### config.mk
export PLATFORM = sky130hd
export DESIGN_NAME = obj_sprite_engine
export DESIGN_NICKNAME = d
export VERILOG_FILES = /design/src/rtl/obj_sprite_engine_pkg.sv /design/src/rtl/obj_sprite_engine_hit_test.sv /design/src/rtl/obj_sprite_engine.sv
export SDC_FILE = /design/constraint.sdc
export NUM_CORES = 1
export LEC_CHECK = 0
export ABC_AREA = 1
export CORE_MARGIN = 1.5
export CORE_UTILIZATION = 50
export DETAILED_ROUTE_END_ITERATION = 10
export PLACE_DENSITY = 0.71
export SYNTH_ARGS = -nofsm -noshare
export SYNTH_HDL_FRONTEND = slang
export SYNTH_SLANG_ARGS = --single-unit
export TNS_END_PERCENT = 20
### constraint.sdc
create_clock -name clk -period 11 [get_ports clk]
set_input_delay 1.65 -clock clk [delete_from_list [all_inputs] [get_ports clk]]
set_output_delay 1.65 -clock clk [all_outputs]
set_load 0.05 [all_outputs]
### src/rtl/obj_sprite_engine_pkg.sv
`default_nettype none
// ============================================================================
// Module  : obj_sprite_engine_pkg
// Brief   : Shared widths, atlas constants and slot-config type for the sprite engine.
// Revision: 1.0 - initial release
// ============================================================================
package obj_sprite_engine_pkg;

  localparam int CNT_W           = 10;     // VGA counter width
  localparam int LC_W            = 9;      // logical coordinate width
  localparam int ATLAS_W_DEF     = 320;
  localparam int ATLAS_SIZE_DEF  = 76800;
  localparam int ADDR_W_DEF      = 17;

  typedef struct packed {
    logic [LC_W-1:0] x;
    logic [LC_W-1:0] y;
    logic [LC_W-1:0] ax;
    logic [LC_W-1:0] ay;
    logic            en;
    logic            blink;
    logic            alt;
  } slot_cfg_t;

  function automatic int idx_w(input int n);
    return (n > 1) ? $clog2(n) : 1;
  endfunction

endpackage
`default_nettype wire

### src/rtl/obj_sprite_engine_hit_test.sv
`default_nettype none
// ============================================================================
// Module  : obj_hit_test
// Brief   : Per-slot bounds test and in-sprite offset for one logical pixel.
// Revision: 1.0 - initial release
// ============================================================================
module obj_hit_test
  import obj_sprite_engine_pkg::*;
#(
  parameter int OBJ_W = 20,
  parameter int OBJ_H = 20
) (
  input  logic [CNT_W-1:0] x,
  input  logic [CNT_W-1:0] y,
  input  slot_cfg_t        cfg,
  output logic             hit,
  output logic [LC_W-1:0]  dx,
  output logic [LC_W-1:0]  dy
);

  logic [CNT_W-1:0] ox_w;
  logic [CNT_W-1:0] oy_w;
  logic [CNT_W-1:0] dx_full;
  logic [CNT_W-1:0] dy_full;

  // Compare one bit wider than the config so ox+OBJ_W cannot wrap past 511.
  always_comb begin
    ox_w    = CNT_W'(cfg.x);
    oy_w    = CNT_W'(cfg.y);
    hit     = (x >= ox_w) && (x < ox_w + CNT_W'(OBJ_W)) &&
              (y >= oy_w) && (y < oy_w + CNT_W'(OBJ_H));
    dx_full = x - ox_w;
    dy_full = y - oy_w;
    dx      = dx_full[LC_W-1:0];
    dy      = dy_full[LC_W-1:0];
  end

endmodule
`default_nettype wire

### src/rtl/obj_sprite_engine.sv
`default_nettype none
// ============================================================================
// Module  : obj_sprite_engine
// Brief   : N-slot sprite overlay: priority select, atlas addressing, blink, alt frame.
// Revision: 1.0 - initial release
// ============================================================================
module obj_sprite_engine
  import obj_sprite_engine_pkg::*;
#(
  parameter int N_OBJ      = 4,
  parameter int OBJ_W      = 20,
  parameter int OBJ_H      = 20,
  parameter int SCALE_SH   = 1,
  parameter int ATLAS_W    = ATLAS_W_DEF,
  parameter int ATLAS_SIZE = ATLAS_SIZE_DEF,
  parameter int ADDR_W     = ADDR_W_DEF,
  parameter int BLINK_DIV  = 30,
  localparam int IW        = idx_w(N_OBJ)
) (
  input  logic              clk,
  input  logic              rst_n,
  input  logic              frame_start,
  input  logic              pix_valid,
  input  logic [CNT_W-1:0]  h_cnt,
  input  logic [CNT_W-1:0]  v_cnt,
  input  logic              cfg_we,
  input  logic [IW-1:0]     cfg_idx,
  input  logic [LC_W-1:0]   cfg_x,
  input  logic [LC_W-1:0]   cfg_y,
  input  logic [LC_W-1:0]   cfg_ax,
  input  logic [LC_W-1:0]   cfg_ay,
  input  logic              cfg_en,
  input  logic              cfg_blink,
  input  logic              cfg_alt,
  output logic              out_valid,
  output logic [ADDR_W-1:0] pixel_addr,
  output logic              is_object,
  output logic [IW-1:0]     obj_id
);

  localparam int BC_W = idx_w(BLINK_DIV);
  localparam int AW   = ADDR_W + 3;

  slot_cfg_t [N_OBJ-1:0]            shadow_q, shadow_d, active_q, active_d;
  logic [BC_W-1:0]                  blink_cnt_q, blink_cnt_d;
  logic                             blink_ph_q, blink_ph_d;
  logic                             s1_valid_q, s1_valid_d;
  logic [N_OBJ-1:0]                 s1_hit_q, s1_hit_d;
  logic [N_OBJ-1:0][LC_W-1:0]       s1_dx_q, s1_dx_d, s1_dy_q, s1_dy_d;
  logic [N_OBJ-1:0][LC_W-1:0]       s1_ax_q, s1_ax_d, s1_ay_q, s1_ay_d;
  logic [N_OBJ-1:0]                 s1_alt_q, s1_alt_d;
  logic                             out_valid_q, out_valid_d;
  logic [ADDR_W-1:0]                pixel_addr_q, pixel_addr_d;
  logic                             is_object_q, is_object_d;
  logic [IW-1:0]                    obj_id_q, obj_id_d;

  logic [CNT_W-1:0]                 x_log, y_log;
  logic [N_OBJ-1:0]                 raw_hit;
  logic [N_OBJ-1:0][LC_W-1:0]       dx_w, dy_w;
  logic                             found;
  logic [IW-1:0]                    sel;
  logic [LC_W-1:0]                  sel_ax, sel_ay, sel_dx, sel_dy;
  logic                             sel_alt;
  logic [AW-1:0]                    addr_sum;

  assign x_log = h_cnt >> SCALE_SH;
  assign y_log = v_cnt >> SCALE_SH;

  for (genvar gi = 0; gi < N_OBJ; gi++) begin : g_hit
    obj_hit_test #(
      .OBJ_W (OBJ_W),
      .OBJ_H (OBJ_H)
    ) u_hit (
      .x   (x_log),
      .y   (y_log),
      .cfg (active_q[gi]),
      .hit (raw_hit[gi]),
      .dx  (dx_w[gi]),
      .dy  (dy_w[gi])
    );
  end

  always_comb begin
    shadow_d = shadow_q;
    if (cfg_we) begin
      for (int i = 0; i < N_OBJ; i++) begin
        if (cfg_idx == IW'(i)) begin
          shadow_d[i].x     = cfg_x;
          shadow_d[i].y     = cfg_y;
          shadow_d[i].ax    = cfg_ax;
          shadow_d[i].ay    = cfg_ay;
          shadow_d[i].en    = cfg_en;
          shadow_d[i].blink = cfg_blink;
          shadow_d[i].alt   = cfg_alt;
        end
      end
    end
    // Takes the pre-write shadow, so a same-cycle write waits for the next frame.
    active_d    = frame_start ? shadow_q : active_q;
    blink_cnt_d = blink_cnt_q;
    blink_ph_d  = blink_ph_q;
    if (frame_start) begin
      if (blink_cnt_q == BC_W'(BLINK_DIV - 1)) begin
        blink_cnt_d = '0;
        blink_ph_d  = ~blink_ph_q;
      end else begin
        blink_cnt_d = blink_cnt_q + 1'b1;
      end
    end

    s1_valid_d = pix_valid;
    for (int i = 0; i < N_OBJ; i++) begin
      s1_hit_d[i] = pix_valid && raw_hit[i] && active_q[i].en &&
                    !(active_q[i].blink && blink_ph_q);
      s1_ax_d[i]  = active_q[i].ax;
      s1_ay_d[i]  = active_q[i].ay;
      s1_alt_d[i] = active_q[i].alt;
    end
    s1_dx_d = dx_w;
    s1_dy_d = dy_w;

    found   = 1'b0;
    sel     = '0;
    sel_ax  = '0;
    sel_ay  = '0;
    sel_dx  = '0;
    sel_dy  = '0;
    sel_alt = 1'b0;
    for (int i = N_OBJ - 1; i >= 0; i--) begin
      if (s1_hit_q[i]) begin
        found   = 1'b1;
        sel     = IW'(i);
        sel_ax  = s1_ax_q[i];
        sel_ay  = s1_ay_q[i];
        sel_dx  = s1_dx_q[i];
        sel_dy  = s1_dy_q[i];
        sel_alt = s1_alt_q[i];
      end
    end
    addr_sum = AW'(sel_ax) + AW'(sel_dx) + (sel_alt ? AW'(OBJ_W) : AW'(0)) +
               (AW'(sel_ay) + AW'(sel_dy)) * AW'(ATLAS_W);

    out_valid_d  = s1_valid_q;
    is_object_d  = s1_valid_q && found;
    pixel_addr_d = is_object_d ? ADDR_W'(addr_sum % AW'(ATLAS_SIZE)) : '0;
    obj_id_d     = is_object_d ? sel : '0;
  end

  always_ff @(posedge clk or negedge rst_n) begin
    if (!rst_n) begin
      shadow_q     <= '0;
      active_q     <= '0;
      blink_cnt_q  <= '0;
      blink_ph_q   <= 1'b0;
      s1_valid_q   <= 1'b0;
      s1_hit_q     <= '0;
      s1_dx_q      <= '0;
      s1_dy_q      <= '0;
      s1_ax_q      <= '0;
      s1_ay_q      <= '0;
      s1_alt_q     <= '0;
      out_valid_q  <= 1'b0;
      pixel_addr_q <= '0;
      is_object_q  <= 1'b0;
      obj_id_q     <= '0;
    end else begin
      shadow_q     <= shadow_d;
      active_q     <= active_d;
      blink_cnt_q  <= blink_cnt_d;
      blink_ph_q   <= blink_ph_d;
      s1_valid_q   <= s1_valid_d;
      s1_hit_q     <= s1_hit_d;
      s1_dx_q      <= s1_dx_d;
      s1_dy_q      <= s1_dy_d;
      s1_ax_q      <= s1_ax_d;
      s1_ay_q      <= s1_ay_d;
      s1_alt_q     <= s1_alt_d;
      out_valid_q  <= out_valid_d;
      pixel_addr_q <= pixel_addr_d;
      is_object_q  <= is_object_d;
      obj_id_q     <= obj_id_d;
    end
  end

  assign out_valid  = out_valid_q;
  assign pixel_addr = pixel_addr_q;
  assign is_object  = is_object_q;
  assign obj_id     = obj_id_q;

endmodule
`default_nettype wire

Word-level counts from Yosys, hierarchy flattened
Cells that the tools add are included.
{"block": "totals", "ff_bits": 492, "in_bits": 66, "output_inout_bits": 21, "wordCells": 196}
{"block": "op_classes", "add_sub_neg": 21, "mul": 1, "div": 1, "magnitude_cmp": 16, "n_eq_ne": 4, "muxes": 32, "n_bitwise": 1, "reduce_logical": 39}
{"op": "9-bit 2-to-1 mux", "count": 16}
{"op": "9-bit by 5-bit adder with 10-bit output (second input constant)", "count": 8}
{"op": "9-bit by 10-bit < comparator with 1-bit output", "count": 8}
{"op": "9-bit >= comparator", "count": 8}
{"op": "9-bit subtractor", "count": 8}
{"op": "1-bit logical AND", "count": 29}
{"op": "11-bit by 19-bit adder with 20-bit output", "count": 1}
{"op": "9-bit by 9-bit adder with 10-bit output", "count": 2}
{"op": "20-bit by 17-bit remainder unit with 20-bit output (second input constant)", "count": 1}
{"op": "17-bit 2-to-1 mux", "count": 1}
{"op": "10-bit by 3-bit multiplier with 13-bit output (second input constant)", "count": 1}
{"op": "10-bit by 5-bit adder with 11-bit output", "count": 1}
{"op": "2-bit 2-to-1 mux", "count": 5}
{"op": "5-bit 2-to-1 mux", "count": 2}
{"op": "2-bit AND reduction", "count": 5}
{"op": "1-bit 2-to-1 mux", "count": 8}
{"op": "5-bit by 1-bit adder with 5-bit output (second input constant)", "count": 1}
{"op": "5-bit == test (second input constant)", "count": 1}
{"op": "2-bit == test (second input constant)", "count": 2}
{"op": "1-bit logical NOT", "count": 4}
{"op": "2-bit by 1-bit == test with 1-bit output (second input constant)", "count": 1}
{"op": "2-bit logical NOT", "count": 1}
{"op": "1-bit NOT", "count": 1}

Depth between registers and ports, before layout
Gate-level depths: netlist of run 1.
{"block": "logic_depth", "ltp_word": 9, "ltp_mapped": 49, "ltp_nobuf": 47}

Cells and area by module
Synthesis of run 1 repeated with hierarchy kept, for this count alone.
{"block": "unflattened", "hier_cells": 3094, "area_unflattened_um2": 25710.9}
{"mod": "obj_sprite_engine", "n_inst": 1, "cells_per_inst": 2122, "area_per_inst_um2": 19822.8, "seq_area_each_um2": 12311.8}
{"mod": "obj_hit_test (g_hit[0].u_hit ...)", "n_inst": 2, "cells_per_inst": 243, "area_per_inst_um2": 1475.2, "seq_area_each_um2": 0.0}
{"mod": "obj_hit_test (g_hit[2].u_hit ...)", "n_inst": 2, "cells_per_inst": 243, "area_per_inst_um2": 1468.9, "seq_area_each_um2": 0.0}

Least setup slack after synthesis of run 1
Ideal clock, no wire load.
{"block": "synth_path", "kind": "register -> register", "start": "register s1_hit_q[3]", "end": "register pixel_addr_q[10], in the netlist pixel_addr[10]", "setup_ns": 0.118, "arrival_ns": 5.447, "t_required_ns": 10.882, "setup_slack_ns": 5.435, "stages_incl_launch_ff": 49, "path_buffers": 2, "period_less_slack_ns": 5.565, "path_cell_list": "dfrtp_1 inv_1 nor2_1 clkbuf_1 clkbuf_1 a221oi_1 o21ai_0 ha_1 fa_1 nand3_1 nand2_1 a21oi_1 o21bai_1 nand2_1 nand2_1 a21oi_1 xnor2_1 ha_1 [13 not listed] nand2_2 nand2_1 nand2_2 nand2_2 nand2_4 nand2_4 nand2_4 nand2_8 nand2_1 nand3_2 nand2_2 nand2_4 nand2_4 nand2_4 nand2_4 nand2_1 nand2_1 nor2_2"}
{"block": "synth_between", "elab_chain_len": 9, "elab_cells_between_ends": 33, "cone_classes": "4 x add/sub; 1 x mul; 1 x div; 26 x mux; 1 x reduce/logical"}
{"item": "start: declaration", "line_no": "obj_sprite_engine.sv:48", "text": "logic [N_OBJ-1:0] s1_hit_q, s1_hit_d;"}
{"item": "start signal: assignment", "line_no": "obj_sprite_engine.sv:172", "text": "s1_hit_q <= s1_hit_d;"}
{"item": "9-bit 2-to-1 mux / 1-bit 2-to-1 mux (equally long branches) (4 in a row)", "line_no": "obj_sprite_engine.sv:130", "text": "if (s1_hit_q[i]) begin"}
{"item": "9-bit by 9-bit adder with 10-bit output, or another cell as far along", "line_no": "obj_sprite_engine.sv:141", "text": "(AW'(sel_ay) + AW'(sel_dy)) * AW'(ATLAS_W);"}
{"item": "10-bit by 3-bit multiplier with 13-bit output / 10-bit by 5-bit adder with 11-bit output (equally long branches)", "line_no": "obj_sprite_engine.sv:141, obj_sprite_engine.sv:140"}
{"item": "11-bit by 19-bit adder with 20-bit output", "line_no": "obj_sprite_engine.sv:140", "text": "addr_sum = AW'(sel_ax) + AW'(sel_dx) + (sel_alt ? AW'(OBJ_W) : AW'(0)) +"}
{"item": "20-bit by 17-bit remainder unit with 20-bit output", "line_no": "obj_sprite_engine.sv:145", "text": "pixel_addr_d = is_object_d ? ADDR_W'(addr_sum % AW'(ATLAS_SIZE)) : '0;"}
{"item": "17-bit 2-to-1 mux (*)", "line_no": "obj_sprite_engine.sv:145"}
{"item": "named net pixel_addr_d[10]", "line_no": "obj_sprite_engine.sv:53", "text": "logic [ADDR_W-1:0] pixel_addr_q, pixel_addr_d;"}
{"item": "end signal: assignment", "line_no": "obj_sprite_engine.sv:179", "text": "pixel_addr_q <= pixel_addr_d;"}
{"item": "end: declaration", "line_no": "obj_sprite_engine.sv:53"}
The timed path passes the listed nets; every way through them passes the cells marked *.
A chain may end at the register's enable or synchronous reset.

Final worst setup path of run 1
{"block": "layout_path", "start": "register s1_hit_q[0]", "end": "register pixel_addr_q[14], in the netlist pixel_addr[14]"}
{"block": "layout_between", "elab_chain_len": 6, "elab_cells_between_ends": 15, "cone_classes": "4 x add/sub; 1 x mul; 1 x div; 8 x mux; 1 x reduce/logical"}
{"item": "9-bit 2-to-1 mux / 1-bit 2-to-1 mux (equally long branches)", "line_no": "obj_sprite_engine.sv:130"}
{"item": "9-bit by 9-bit adder with 10-bit output, or another cell as far along", "line_no": "obj_sprite_engine.sv:141"}
{"item": "10-bit by 3-bit multiplier with 13-bit output / 10-bit by 5-bit adder with 11-bit output (equally long branches)", "line_no": "obj_sprite_engine.sv:141, obj_sprite_engine.sv:140"}
{"item": "11-bit by 19-bit adder with 20-bit output", "line_no": "obj_sprite_engine.sv:140"}
{"item": "20-bit by 17-bit remainder unit with 20-bit output", "line_no": "obj_sprite_engine.sv:145"}
{"item": "17-bit 2-to-1 mux (*)", "line_no": "obj_sprite_engine.sv:145"}
{"item": "named net pixel_addr_d[14]", "line_no": "obj_sprite_engine.sv:53"}
Marks and branches as above.

==> impl_results.md, run 1 <==
- 1st-pass router iterations: 5
- Crit end category: register
- Leakage: roughly 14 nW
- Clock root cell: clkbuf_16
- Count leader, synth: nand2_1
- Row cnt: 80
- # hold bufs at CTS: 0
- Synth Register Bits: ~490
- Number of DRC markers in iteration 0: about 1300
- Worst-skew pair later-pin latency: around 600 ps
- Drc violations: 0
- Clock Skews: approximately 22 ps
- Fin nets: 2963
- Pins Over Slew Limit: 0
- Final setup viols: 0
- RSZ-0062 raised after global routing: false
- Post-Syn Area: about 24000 sq um
- CP max-delay cell: inv_1
- Ys flop type: dfrtp_1
- DIE AREA: ~50000 sq um
- Finished Core Util: 57.1%
- Relative slew slack: between 20 and 30%
- Clock buffer depth: 3
- Antenna viol nets, final: 0
- Die H: around 220 microns
- Commonest cells in the netlist: nand2_1, dfrtp_1, o21ai_0
- Sequential area share after synthesis: between 50% and 60%
- Worst hold path type: reg -> reg
- Minimum clock period: roughly 7400 ps
- Syn avg cell area: just over 9 sq um
- TritonCTS Buffers: 52
- Largest cells by area after synthesis: dfrtp_1, nand2_1, ha_1
- Drt via density: about 5.4
- Core ar.: 47700 sq um
- Gr usage total: around a quarter
- Die X: 223 microns
- Total gr overflow: 0
- Max Freq: between 100 and 150 MHz
- WS Path Type: reg -> reg
- Post-CTS sizing: 0
- Top-area cell type share of the netlist area: 50.9%
- Post-synth EDFFs: 0
- Most frequent CP cell: nand2_1
- Vias in the first global route: about 18000
- Synthesis-to-finish area growth: 12.8%
- Max FO, Critical Path: 40
- Starting Density: approximately 51%
- Global-route wire length before repair: 96400 microns
- CP startpoint kind: register
- Post-DP HPWL: 39200 microns
- Maximum VDD drop: 163 uV
- Cell taking the most area after synthesis: dfrtp_1
- Initial antenna violation count: 0
- CP max stage delay: between 700 and 800 ps
- Max-cap violation count: 0
- Power density over the cells: around 180 nW/um^2
- Syn Inst Count: 2641
- Synth warnings: 0
- Async S/R FF share, synth: 100%
- Filler cell count: between 4000 and 5000
- Global placement routability congestion: 0.932
- Actual slew at the worst max-slew pin: roughly 1100 ps
- Hold Fails Final Rpt: 0
- Layout cells sized above 1: 6.08%
- CP required: 11450 ps
- Number of distinct library cells after synthesis: between 40 and 50
- Reg clk slew, reported paths: about 60 ps
- Post-CTS Setup Bufs: 0
- CTS tree: done
- Syn Nets: just under 3000
- PortBufs: 84
- WL final: around 58000 microns
- N_diodes: 0
- Tcrit/Tclk final: between 60% and 70%
- Setup TNS: 0 ps
- Total I/O pin count: just under 90
- Status: finished, final reports clean
- H-Tree Depth: 2
- Wire per inst: 17.3 microns
- Largest net degree at the start of global routing: between 100 and 150
- WP data arrival: about 7800 ps
- CTS sink cnt: 492
- Vias: roughly 18000
state kept, by name (all words and copies together), names as in the netlist, 2 cells and up:
name,cells
s1_alt_q,4
s1_hit_q,4
s1_ax_q,36
active_q,156
s1_ay_q,36
blink_cnt_q,5
pixel_addr,17
s1_dy_q,36
obj_id,2
shadow_q,156
s1_dx_q,36
worst paths after layout:
check                             start             end  slack, ps  cells past startpoint
min                        active_q[39]     s1_alt_q[1]        360                      0
min in group asynchronous         rst_n   shadow_q[111]       1140                      1
max                         s1_hit_q[0]  pixel_addr[14]       3610                     46
max reg2reg                 s1_hit_q[0]  pixel_addr[14]       3610                     46
max in group asynchronous         rst_n   shadow_q[127]       7430                      3
min reg2reg                active_q[39]     s1_alt_q[1]        360                      0
power breakdown:
group / switching [mW] / leakage (nW) / internal [mW] / total (mW)
combinational: 0.624 / 6.80 / 0.376 / 1.00
sequential: 0.157 / 6.17 / 2.15 / 2.31
clock: 0.715 / 0.827 / 0.988 / 1.70
total: 1.50 / 13.8 / 3.51 / 5.01
through the flow:
| step | area (sq um) | setup WS [ps] | power, mW | std cells | hold slack (ps) |
|---|---|---|---|---|---|
| after detailed placement | 25600 | 3660 | 3.33 | 3268 | 358 |
| after floorplan | 24200 | 5430 | 2.99 | 2641 | 354 |
| after global routing | 27300 | 2910 | 5.30 | 3361 | 378 |
| after CTS | 27300 | 3640 | 5.04 | 3361 | 366 |
| final | 27300 | 3610 | 5.01 | 3361 | 362 |
| after global placement | 25600 | 3800 | 3.28 | 3268 | 359 |
critical path: cells and delay by family, from the launching register on:
kind	cells	cell delay, ps
adder cells (fa/ha/maj)	3	1020
AND/OR/NAND/NOR	32	2760
XOR/XNOR	1	270
buffers and inverters	4	1450
AO/OA/AOI/OAI	6	1300
flip-flops	1	350
kinds of logic (layout without fill, tap and decap cells):
| group | after synthesis | count (layout) | synth area share, % |
|---|---|---|---|
| compound gates | 533 | 533 | 12.4 |
| xor+xnor | 117 | 117 | 4.32 |
| fa+ha+maj | 190 | 190 | 10.3 |
| buf+inv | 368 | 473 | 5.72 |
| flops | 492 | 492 | 50.9 |
| simple gates | 941 | 941 | 16.3 |
layout by cell type (no fill, tap or decap), types with 3 or more instances in the layout:
cell | netlist | layout
clkbuf_1 | 88 | 11
o211ai_1 | 4 | 4
a221oi_1 | 41 | 41
nand4_1 | 7 | 7
o21a_1 | 18 | 18
o21bai_1 | 15 | 15
nor4_1 | 3 | 3
o21ai_0 | 342 | 342
o2111ai_1 | 3 | 3
clkdlybuf4s50_1 | 0 | 82
clkbuf_8 | 0 | 9
nor2_1 | 105 | 104
nand2_2 | 19 | 19
nand3_2 | 5 | 9
o22ai_1 | 4 | 4
inv_1 | 273 | 273
a21oi_1 | 83 | 83
nand2_4 | 12 | 12
xor2_1 | 91 | 91
buf_4 | 0 | 18
clkinv_2 | 0 | 15
dfrtp_1 | 492 | 492
nand2_1 | 702 | 702
xnor2_1 | 25 | 25
clkbuf_16 | 0 | 53
fa_1 | 16 | 16
nand3_1 | 47 | 43
inv_2 | 5 | 5
nand3b_1 | 4 | 4
a211oi_1 | 5 | 5
ha_1 | 174 | 174
nor3_1 | 20 | 20
nor2_2 | 7 | 8
metal layers:
layer / up-vias / part of all wire, % / GRT usage [%]
met5: - / 0 / 0
met4: 0 / 2.8 / 7.35
met3: 99 / 4.8 / 3.15
met2: 415 / 47 / 40.9
met1: 8763 / 45 / 33.5
li1: 8726 / - / -
layout make-up:
cell class	instances	area (sq um)	area share, %
Multi-Input combinational cell	1781	10500	38.5
Clock inverter	20	160	0.588
Clock buffer	73	1490	5.47
Timing Repair Buffer	102	982	3.60
Sequential cell	492	12300	45.2
Tap cell	615	769	2.82
Inverter	278	1040	3.83
Power figures use the tool's default switching activity.
==> run 2, diff against run 1 <==
==> constraint.sdc (replaced) <==
create_clock -name clk -period 7 [get_ports clk]
set_input_delay 1.05 -clock clk [delete_from_list [all_inputs] [get_ports clk]]
set_output_delay 1.05 -clock clk [all_outputs]
set_load 0.05 [all_outputs]
==> impl_results.md, run 2 (same netlist as run 1, synthesis figures left out) <==
- DP Area: 25600 sq um (+0.19%)
- Drc violations: 0 (unchanged)
- Actual slew at the worst max-slew pin: 1040 ps (-54.2 ps)
- Core ar.: 47700 sq um (unchanged)
- Antenna viol nets, final: 0 (unchanged)
- Worst hold path type: reg -> reg
- Largest net degree at the start of global routing: 189 (+54%)
- 1st-pass router iterations: 5 (unchanged)
- Cell area after layout: 27400 sq um (+0.60%)
- Hold Fails Final Rpt: 0 (unchanged)
- Layout Cells excl Fill: 3367 (+0.18%)
- Setup TNS: 0 ps (unchanged)
- CTS tree: done
- Post-DP HPWL: 38800 microns (-1.1%)
- Global placement routability congestion: 0.924 (-0.88%)
- Synthesis-to-finish area growth: 13.5%
- RSZ-0062 raised after global routing: false
- Reg clk slew, reported paths: 60 ps (about the same)
- TritonCTS Buffers: 53 (+1.9%)
- CTS sink cnt: 492 (unchanged)
- Die H: 223 microns (unchanged)
- CP max-delay cell: fa_1
- Wire per inst: 17.2 microns (-0.50%)
- Total I/O pin count: 87 (unchanged)
- Fin nets: 2967 (+0.13%)
- Number of DRC markers in iteration 0: 1124 (-15%)
- Clock buffer depth: 3 (unchanged)
- Initial antenna violation count: 0 (unchanged)
- CP startpoint kind: register
- Minimum clock period: 6360 ps (-1030 ps)
- N_diodes: 0 (unchanged)
- Maximum VDD drop: 223 uV (+37%)
- Most frequent CP cell: nand2_4
- Crit end category: register
- Status: finished, final reports clean
- Starting Density: 50.6% (unchanged)
- Layout cells sized above 1: 6.25% (+0.17 points)
- Clock Skews: 17.2 ps (-4.55 ps)
- DIE AREA: 49700 sq um (unchanged)
- Pins Over Slew Limit: 0 (unchanged)
- Tcrit/Tclk final: 90.8% (+24 points)
- PortBufs: 84 (unchanged)
- Row cnt: 80 (unchanged)
- Post-CTS Setup Bufs: 0 (unchanged)
- Clock root cell: clkbuf_16
- CP max stage delay: 620 ps (-130 ps)
- Gr usage total: 24.0% (-0.53 points)
- Die X: 223 microns (unchanged)
- Drt via density: 5.36 (+0.12%)
- Total gr overflow: 0 (unchanged)
- Post-CTS sizing: 0 (unchanged)
- WL final: 58000 microns (-0.32%)
- Global-route wire length before repair: 94400 microns (-2.1%)
- H-Tree Depth: 2 (unchanged)
- Final setup viols: 0 (unchanged)
- WP data arrival: 6830 ps (-1010 ps)
- Worst-skew pair later-pin latency: 620 ps (+20 ps)
- Biggest regs: active_q (156), shadow_q (156)
- # hold bufs at CTS: 0 (unchanged)
- CP required: 7470 ps (-3980 ps)
- Relative slew slack: 30.6% (+3.6 points)
- Max FO, Critical Path: 38 (-5.0%)
- Placed insts: 3271 (+0.092%)
- WS Path Type: reg -> reg
- Vias: 18100 (+0.29%)
- Commonest non-fill, non-tap cell in the layout: nand2_1
- Power density over the cells: 293 nW/um^2 (+59%)
- Max Freq: 157 MHz (+16%)
- Max-cap violation count: 0 (unchanged)
- Vias in the first global route: 18000 (-2.5%)
- Kind of cell adding the most delay to the critical path: simple AND/OR/NAND/NOR gates
- Fin Hold WS: 371 ps (+8.94 ps)
- CP bufs+invs: 1 (-3)
- Commonest cells after routing, fill and taps aside: nand2_1, dfrtp_1, o21ai_0
- Leakage: 13.8 nW (+0.37%)
run 2: changes by cell type in the layout (fill, tap and decap cells not counted), moves of 2 or more:
cell        change
clkinvlp_4      +4
bufinv_16       +2
buf_12          +2
clkinv_2        -6
run 2: final cells by class:
class,instances,area (sq um)
well taps,615,769
inverters,278,1040
repair buffers,105,1030
clock buffers,73,1480
fillers,4058,20300
flip-flops and latches,492,12300
multi-input cells,1781,10500
clock inverters,23,287
run 2: path summary, 6_finish.rpt:
kind                            slack (ps)              to           from  depth (start not counted)
worst max-delay path                   640  pixel_addr[13]    s1_hit_q[2]                         39
worst min-delay path                   370     s1_ax_q[32]  active_q[134]                          0
worst max register to register         640  pixel_addr[13]    s1_hit_q[2]                         39
worst min register to register         370     s1_ax_q[32]  active_q[134]                          0
max in group asynchronous             4900   shadow_q[136]          rst_n                          2
min in group asynchronous              460   shadow_q[112]          rst_n                          1
run 2: power by group:
part	switching, mW	internal (mW)	total [mW]
Combinational	0.980	0.593	1.57
Sequential	0.255	3.38	3.63
Clock	1.19	1.64	2.83
run 2: stage by stage:
stage	utilization, %	setup WS (ps)	total power [mW]
floorplan	-	1430	4.71
global placement	53.7	822	5.15
detailed placement	53.7	613	5.23
CTS	57.4	594	8.08
global route	57.4	24.5	8.47
finish	57.4	641	8.03
run 2: per-layer routing:
| layer | track usage [%] | wire (microns) | share of wire (%) | up-vias |
|---|---|---|---|---|
| met5 | 0 | 0 | 0 | - |
| met2 | 40.3 | 27700 | 48 | 420 |
| met1 | 32.4 | 26000 | 45 | 8807 |
| li1 | - | - | - | 8733 |
| met3 | 2.71 | 2470 | 4.3 | 96 |
| met4 | 8.10 | 1780 | 3.1 | 0 |
==> RTL edit (flow settings as in run 2) <==
Change the parameter `BLINK_DIV` from 30 to 60.
--- a/src/rtl/obj_sprite_engine.sv
+++ b/src/rtl/obj_sprite_engine.sv
@@ -14,7 +14,7 @@
   parameter int ATLAS_W    = ATLAS_W_DEF,
   parameter int ATLAS_SIZE = ATLAS_SIZE_DEF,
   parameter int ADDR_W     = ADDR_W_DEF,
-  parameter int BLINK_DIV  = 30,
+  parameter int BLINK_DIV  = 60,
   localparam int IW        = idx_w(N_OBJ)
 ) (
   input  logic              clk,
Check against the original RTL: no difference found for any inputs over 4 cycles, from zero or initial values and one cycle with rst_n low; that may be too few to reach the edited logic, so the function may still have changed.
==> RTL edit against run 2 <==
Synthesized cell count is 2.5% higher. Total power is 0.78% lower. Cell count is 1.6% higher. Setup slack worse by 0.019 ns. Synthesized area is 0.74% higher. Sequential cell count is 1 higher. Cell area is 0.60% higher. Global-route usage is 1.1 points higher. Largest power group unchanged. Clock skew is 0.0032 ns higher. Sequential power hardly changed. Wire length is 3.1% higher. Count of clock-buffer cells in the layout is 3 higher. Utilization is 0.22 points higher.
==> RTL edit: results <==
export IMPL_grt_usage_pct=25.0
export IMPL_hpwl_mm=40.8
export IMPL_cts_buffers=52
export IMPL_rr_startpoint="s1_hit_q[3]"
export IMPL_rr_worst_depth=45
export IMPL_fin_cells=3422
export IMPL_dp_cells=3332
export IMPL_worstReg2RegEnd="pixel_addr[11]"
export IMPL_relSlewSlack_pct=30.0
export IMPL_fin_tns_setup_ns=0
export IMPL_top_regs="active_q (156), shadow_q (156)"
export IMPL_worstSkewPairLatency_ns=0.60
export IMPL_synth_commonest_cells="nand2_1 (731), dfrtp_1 (493), o21ai_0 (348)"
export IMPL_drtIter0Drc=1356
export IMPL_final_nets=3026
export IMPL_grt_pass1_vias=18500
export IMPL_drive_gt1_share_pct=5.52
export IMPL_synth_xor_area_share_pct=3.92
export IMPL_synth_fa_ha_area_share_pct=10.2
export IMPL_switchingPower_mw=2.37
export IMPL_synth_cell_type_count=41
export IMPL_power_leakage_nw=13.9
export IMPL_skew_ns=0.0204
export IMPL_worstHoldEndpoint="s1_ax_q[20]"
export IMPL_outcome="completed"
export IMPL_wirelength_mm=59.7
export IMPL_yosysSeqAreaShare_pct=50.7
export IMPL_grt_max_degree=168
export IMPL_cp_data_arrival_time_ns=6.83
export IMPL_clk_pin_slew_ns=0.06
export IMPL_hold_start="active_q[92]"
export IMPL_synth_compound_area_share_pct=12.4
export IMPL_antenna_found_initial=1
export IMPL_cts_setup_buffers=0
export IMPL_synth_area_leaders="dfrtp_1 (51%), nand2_1 (11%), ha_1 (8.9%)"
export IMPL_r2r_slack_ns=0.62
export IMPL_finalWeightedCongestion=0.960
export IMPL_synth_edf_count=0
export IMPL_netlist_instances=2706
export IMPL_crit_fanout=17
export IMPL_vias_per_cell=5.34
export IMPL_vdd_ir_drop_max_v=0.000185
export IMPL_grt_pass1_wl_mm=98.7
export IMPL_portBuffers=84
export IMPL_slowest_delay_ns=0.42
## RTL edit: cell type report
cell class	count	area [um2]
Clock inverter	14	168
Sequential cell	493	12300
Tap cell	615	769
Multi-Input combinational cell	1840	10700
Inverter	283	1070
Fill cell	4208	20300
Timing Repair Buffer	101	1020
Clock buffer	76	1540
## RTL edit: worst max path at each step
stage / from / endpoint / slack (ns)
2_1_floorplan: s1_hit_q[3] / pixel_addr[12] / 1.46
3_3_place_gp: s1_hit_q[2] / pixel_addr[13] / 0.73
3_5_place_dp: s1_hit_q[2] / pixel_addr[11] / 0.55
4_1_cts: s1_hit_q[2] / pixel_addr[11] / 0.48
5_1_grt: s1_hit_q[0] / pixel_addr[14] / 0.003
6_report: s1_hit_q[3] / pixel_addr[11] / 0.62
## RTL edit: power by group through the flow
stage	clock network, mW	logic (mW)	registers (mW)
final	2.76	1.58	3.63
after global routing	2.93	1.82	3.69
after CTS	2.82	1.59	3.63
after detailed placement	0	1.57	3.68
after global placement	0	1.51	3.66
after floorplan	0	1.10	3.60
## RTL edit: per-stage QoR
step	instance area [um2]	power (mW)	setup slack [ns]	hold WS, ns	utilization, %
final	27600	7.97	0.621	0.372	57.6
after global routing	27600	8.43	0.00318	0.377	57.6
after CTS	27600	8.03	0.484	0.371	57.6
after detailed placement	25800	5.25	0.553	0.359	54.0
after global placement	25800	5.17	0.732	0.359	54.0
after floorplan	24300	4.71	1.46	0.354	-
## RTL edit: per-layer routing
metal | vias to the layer above | track usage (%) | wire length (um)
met5 | - | 0 | 0
met4 | 0 | 7.80 | 1740
met3 | 102 | 3.23 | 2570
met2 | 409 | 41.9 | 28400
met1 | 8833 | 34.0 | 27000
li1 | 8941 | - | -
## RTL edit: timing repair
| item | 4_1_cts | 5_1_grt |
|---|---|---|
| endpoints found under the hold margin | 0 | 0 |
| hold buffers | 0 | 0 |
| gates resized for setup | 0 | 10 |
| setup endpoints to repair | 0 | 7 |
## RTL edit: logic make-up after synthesis
group	count (synthesis)
xor+xnor	109
fa+ha+maj	189
flops	493
buf+inv	373
compound gates	539
simple gates	1003
